File: src/rtl/segmented_adder.sv
`default_nettype none
// ============================================================================
// Module   : segmented_adder
// Purpose  : Multi-cycle adder/subtractor. The operands are added CHUNK bits
//            per clock, least-significant chunk first, and the carry ripples
//            through a register between cycles. Results are exposed only
//            once the whole word has been processed.
// Ports    : clk_i    - clock; all state changes on the rising edge
//            rst_n_i  - asynchronous active-low reset
//            start_i  - request an operation (accepted in IDLE or DONE)
//            sub_i    - 0 = add, 1 = subtract (A - B)
//            A_i, B_i - operands, WIDTH bits
//            C_i      - carry-in for add; ignored for subtract
//            S_o      - registered result
//            C_o      - registered carry-out of the MSB (1 = no borrow on sub)
//            V_o      - registered two's-complement overflow flag
//            busy_o   - high while in RUN
//            done_o   - one-cycle completion pulse (state DONE)
// Revision : 1.0 - initial release
// ============================================================================
module segmented_adder #(
  parameter int WIDTH = 16,
  parameter int CHUNK = 4
) (
  input  logic             clk_i,
  input  logic             rst_n_i,
  input  logic             start_i,
  input  logic             sub_i,
  input  logic [WIDTH-1:0] A_i,
  input  logic [WIDTH-1:0] B_i,
  input  logic             C_i,
  output logic [WIDTH-1:0] S_o,
  output logic             C_o,
  output logic             V_o,
  output logic             busy_o,
  output logic             done_o
);

  localparam int N     = WIDTH / CHUNK;
  localparam int IDX_W = (N > 1) ? $clog2(N) : 1;
  localparam logic [IDX_W-1:0] LAST_IDX = IDX_W'(N - 1);

  typedef enum logic [1:0] {
    S_IDLE = 2'd0,
    S_RUN  = 2'd1,
    S_DONE = 2'd2
  } state_t;

  state_t             state_q;
  logic [WIDTH-1:0]   a_q;
  logic [WIDTH-1:0]   b_q;      // already inverted for subtract
  logic [WIDTH-1:0]   sum_q;    // partial sum, never visible on S_o
  logic               carry_q;
  logic [IDX_W-1:0]   idx_q;

  logic [31:0]        base_d;
  logic [CHUNK-1:0]   a_chunk_d;
  logic [CHUNK-1:0]   b_chunk_d;
  logic [CHUNK-1:0]   chunk_sum_d;
  logic               carry_d;
  logic [WIDTH-1:0]   sum_d;
  logic               ovf_d;

  // One chunk of the ripple addition, plus the full word as it will look
  // after this cycle's chunk is merged in (used on the completion edge).
  always_comb begin
    base_d      = 32'(idx_q) * CHUNK;
    a_chunk_d   = a_q[base_d +: CHUNK];
    b_chunk_d   = b_q[base_d +: CHUNK];
    {carry_d, chunk_sum_d} = {1'b0, a_chunk_d} + {1'b0, b_chunk_d}
                           + {{CHUNK{1'b0}}, carry_q};
    sum_d       = sum_q;
    sum_d[base_d +: CHUNK] = chunk_sum_d;
    // Carry into the MSB is recovered as a^b^s at that bit position, which
    // works for any CHUNK including 1.
    ovf_d       = a_q[WIDTH-1] ^ b_q[WIDTH-1] ^ sum_d[WIDTH-1] ^ carry_d;
  end

  // The add/subtract choice is fully captured by the inverted B and the
  // initial carry, so the operation type itself needs no storage.
  always_ff @(posedge clk_i or negedge rst_n_i) begin
    if (!rst_n_i) begin
      state_q <= S_IDLE;
      a_q     <= '0;
      b_q     <= '0;
      sum_q   <= '0;
      carry_q <= 1'b0;
      idx_q   <= '0;
      S_o     <= '0;
      C_o     <= 1'b0;
      V_o     <= 1'b0;
      busy_o  <= 1'b0;
      done_o  <= 1'b0;
    end else begin
      case (state_q)
        S_IDLE, S_DONE: begin
          if (start_i) begin
            a_q     <= A_i;
            b_q     <= sub_i ? ~B_i : B_i;
            carry_q <= sub_i ? 1'b1 : C_i;
            idx_q   <= '0;
            state_q <= S_RUN;
            busy_o  <= 1'b1;
            done_o  <= 1'b0;
          end else begin
            state_q <= S_IDLE;
            busy_o  <= 1'b0;
            done_o  <= 1'b0;
          end
        end
        S_RUN: begin
          sum_q   <= sum_d;
          carry_q <= carry_d;
          if (idx_q == LAST_IDX) begin
            S_o     <= sum_d;
            C_o     <= carry_d;
            V_o     <= ovf_d;
            state_q <= S_DONE;
            busy_o  <= 1'b0;
            done_o  <= 1'b1;
          end else begin
            idx_q   <= idx_q + 1'b1;
          end
        end
        default: begin
          state_q <= S_IDLE;
          busy_o  <= 1'b0;
          done_o  <= 1'b0;
        end
      endcase
    end
  end

endmodule
`default_nettype wire
File: config.mk
export PLATFORM = sky130hd
export DESIGN_NAME = segmented_adder
export DESIGN_NICKNAME = d
export VERILOG_FILES = /design/src/rtl/segmented_adder.sv
export SDC_FILE = /design/constraint.sdc
export NUM_CORES = 1
export LEC_CHECK = 0
export ABC_CLOCK_PERIOD_IN_PS = 2530
export BUFFER_PORTS_ARGS = -buffer_cell sky130_fd_sc_hd__buf_4
export CAP_MARGIN = 5
export CORE_ASPECT_RATIO = 0.75
export CORE_MARGIN = 2
export CORE_UTILIZATION = 51
export CTS_CLUSTER_DIAMETER = 50
export DETAILED_ROUTE_END_ITERATION = 7
export GPL_TIMING_DRIVEN = 0
export PLACE_DENSITY = 0.82
export SLEW_MARGIN = 20
export SYNTH_ARGS = -nofsm -noshare
export SYNTH_HDL_FRONTEND = slang
export SYNTH_SLANG_ARGS = --single-unit
export TNS_END_PERCENT = 20
File: constraint.sdc
create_clock -name clk_i -period 2.53 [get_ports clk_i]
set_input_delay 0.506 -clock clk_i [delete_from_list [all_inputs] [get_ports clk_i]]
set_output_delay 0.506 -clock clk_i [all_outputs]
set_load 0.005 [all_outputs]
==> summary.md <==
| Metric | Value |
|---|---|
| Status | `finished, violations left` |
| Failing checks | `setup timing` |
| Layout cells sized above 1 | `27.3%` |
| Mux cell area share after synthesis | `5.60%` |
| Maxcap violations | `0` |
| R2r setup slk | `-0.007 ns` |
| Crit path capture type | `flip-flop` |
| Flops & latches, synth | `72` |
| DIE HEIGHT | `74.9 um` |
| Port bufs | `55` |
| Fin. Hold Viols | `0` |
| Final Cell Area | `0.00434 mm2` |
| Warnings from Yosys | `0` |
| Compound-Gate Fraction of Synth Area | `14.1%` |
| Vias in the first global route | `2547` |
| Largest net degree at the start of global routing | `73` |
| Post-Syn Instances | `329` |
| Critical path class | `flip-flop to flip-flop` |
| WP data arrival | `2.76 ns` |
| Buf+Inv Stages, Crit Path | `2` |
| Critical R2R Launch | `idx_q[0]$_DFFE_PN0P_` |
| Worst skew pair latency | `0.35 ns` |
| # DRC | `0` |
| Placed instance area | `0.00394 mm2` |
| Synth Area in Simple Gates | `14.5%` |
| Setup Skew | `0.00638 ns` |
| Yosys cell types | `34` |
| Via density | `5.54` |
| Post-Syn Nets | `377` |
| CTS tree | `built` |
| Reg2reg path depth | `10` |
| Most frequent cells in the layout | `nand2_1, dfrtp_1, buf_4, o21ai_0, clkbuf_1` |
| Filler Cells Inserted | `468` |
| Grt ovf | `0` |
| Nets | `450` |
| Avg WL per Cell | `16.1 um` |
| Most common cell after layout, fill and taps aside | `nand2_1` |
| Total Wirelength | `7870 um` |
| CP max FO | `9` |
| Delay-heaviest family, CP | `adder cells` |
| Initial core utilization | `53.6%` |
| Peak supply drop | `0.000630 V` |
| First-pass GRT wire length | `12100 um` |
| Via count | `2704` |
| CP Data Required Time | `2.75 ns` |
| Final Util | `68.0%` |
| Clock Path Buffers | `2` |
| Register area share after synthesis | `52.7%` |
| Synth Area per Inst | `10.4 um2` |
| Antenna violations before repair | `0` |
| RSZ-0062 raised after global routing | `true` |
| CTS Hold Buffers Added | `0` |
| Final Cycle Share | `100%` |
| Crit path to | `V_o$_DFFE_PN0P_` |
| Clock buffer count from CTS | `9` |
| Core area | `0.00638 mm2` |
| CP startpoint | `idx_q[0]$_DFFE_PN0P_` |
| Clk pin slew, worst setup/hold paths | `0.07 ns` |
| Worst Setup Start Kind | `flip-flop` |
| Synth Area in Adders | `4.47%` |
| Total track usage | `21.6%` |
| Gpl congestion | `0.822` |
| Static Leakage | `2.04 nW` |
| Worst path depth | `10` |
| Root Driver | `clkbuf_8` |
| IO Pins | `57` |
| H-tree depth | `3` |
| HP Class | `input port to async pin` |
| Crit path time final | `2.54 ns` |
| Total Die Area | `0.00738 mm2` |
| Post-synthesis xor/xnor area fraction | `5.12%` |
| Slew Viols, Final | `0` |
| Endpoints failing setup | `2` |
| Slew HR | `40.4%` |
| Area grow syn2layout | `27.0%` |
| DPL Wire Length | `5280 um` |
| Main combinational cell family by area after synthesis | `simple AND/OR/NAND/NOR gates` |
| Placement Setup Slack | `-0.476 ns` |
| Initial DRT Pass Iterations | `5` |
| Sink Count | `72` |
| Register Area | `0.00180 mm2` |
| DRT iter0 DRCs | `180` |
| Total Power | `6.55 mW` |
| End of the worst register-to-register path | `V_o$_DFFE_PN0P_` |
| Power density over the cells | `1510 mW/mm2` |
| Multi-input logic area | `0.00163 mm2` |
| # diodes | `0` |
| Highest-delay cell along the critical path | `mux4_2` |
| ANT nets after route | `0` |
| Achievable frequency | `0.394 GHz` |
| Num rows | `25` |
| PnR worst setup slack | `-0.00720 ns` |
| Crit-path cells | `buf_12 > mux4_2 > fa_2 > inv_2 > fa_2 > nand2b_4 > o2bb2ai_4 > xnor2_2 > xnor2_2 > o21ai_1` |
| Crit-path max cell delay | `0.54 ns` |
| Die X | `98.5 um` |
| Post-Syn Area | `0.00342 mm2` |
| Worst Max-Slew Pin Slew | `0.894 ns` |
-- layout make-up --
type                            count  share of cell area, %
Buffer                             19                   2.13
Clock inverter                      3                  0.922
Multi-Input combinational cell    226                   37.6
Timing Repair Buffer               62                   10.7
Sequential cell                    72                   41.5
Inverter                           12                   1.10
Tap cell                           81                   2.33
Clock buffer                       13                   3.66
-- worst min path at each step --
stage                            start                   end  slack, ns  depth (start not counted)
floorplan                      rst_n_i       C_o$_DFFE_PN0P_       0.21                          0
global placement    a_q[4]$_DFFE_PN0P_    a_q[4]$_DFFE_PN0P_       0.46                          2
detailed placement  a_q[1]$_DFFE_PN0P_    a_q[1]$_DFFE_PN0P_       0.46                          2
CTS                            rst_n_i  sum_q[0]$_DFFE_PN0P_       0.30                          1
global route                    A_i[1]    a_q[1]$_DFFE_PN0P_       0.33                          3
finish                         rst_n_i    S_o[1]$_DFFE_PN0P_       0.26                          1
-- Yosys cell counts --
cell        n  share of area [%]
nor4b_2     1               0.44
nand2b_1    3               0.55
o32ai_4     1               0.81
mux4_2      8                5.3
inv_1      11                1.2
clkbuf_1   16                1.8
nand3_1     2               0.29
buf_1       1               0.11
a21oi_1     5               0.73
dfrtp_1    72                 53
nor2b_1     5               0.92
and2_1      1               0.18
buf_2       2               0.29
nor4b_1     1               0.26
nor2_1      8               0.88
o21ai_1     1               0.15
a22oi_1    10                2.2
ha_1        9                3.3
a221oi_1    2               0.51
a32o_1      7                2.0
a22o_1      8                2.0
and2b_1     1               0.22
fa_1        2                1.2
o211ai_1    1               0.22
o21ai_0    35                5.1
inv_2       1               0.11
mux2_2      1               0.33
o2bb2ai_1   1               0.26
nand2_1    88                9.7
and3_1      3               0.55
xor2_1      1               0.26
xnor2_1    19                4.9
or3_1       1               0.18
or4b_4      1               0.40
-- sequential cells by signal, summed over array words and instances (netlist names) --
name / count
S_o: 16
C_o: 1
busy_o: 1
V_o: 1
carry_q: 1
state_q: 1
done_o: 1
a_q: 16
idx_q: 2
sum_q: 16
b_q: 16
-- worst register-to-register path: cells and delay by family (launching register included) --
family	cells	cell delay (ns)
simple gates	1	0.13
mux	1	0.54
compound gates	2	0.23
buf+inv	2	0.22
flops	1	0.39
fa+ha+maj	2	0.59
xor+xnor	2	0.32
-- where the power goes --
group / total (mW) / internal [mW] / switching, mW
Combinational: 3.73 / 1.66 / 2.06
Clock: 0.923 / 0.507 / 0.416
Sequential: 1.91 / 1.63 / 0.274
-- metal layers --
layer  GRT usage (%)  part of all wire, %  up-vias
met4            6.54                  1.3        0
met1            29.9                   46     1311
met5               0                    0        -
met3            7.24                  6.4       17
li1                -                    -     1273
met2            33.2                   47      103
-- what timing repair did --
action,in CTS,in global routing
setup buffers,3,4
gates resized for setup,13,22
cloned,0,0
pin swaps,2,6
endpoints found under the setup margin,32,23
-- stage by stage --
| stage | hold slack (ns) | TNS, ns | cells |
|---|---|---|---|
| after floorplan | 0.210 | 0 | 329 |
| final | 0.263 | -0.00783 | 488 |
| after detailed placement | 0.462 | -7.90 | 465 |
| after CTS | 0.304 | -0.413 | 484 |
| after global placement | 0.456 | -4.88 | 465 |
| after global routing | 0.330 | -0.319 | 488 |
-- cells by family (layout without fill, tap and decap cells) --
group                    count (synthesis)  after routing
AND/OR/NAND/NOR                        115            115
flip-flops                              72             72
AO/OA/AOI/OAI                           71             71
buffers and inverters                   31            109
XOR/XNOR                                20             20
adder cells (fa/ha/maj)                 11             11
multiplexers                             9              9
(Power assumes the default switching activity.)
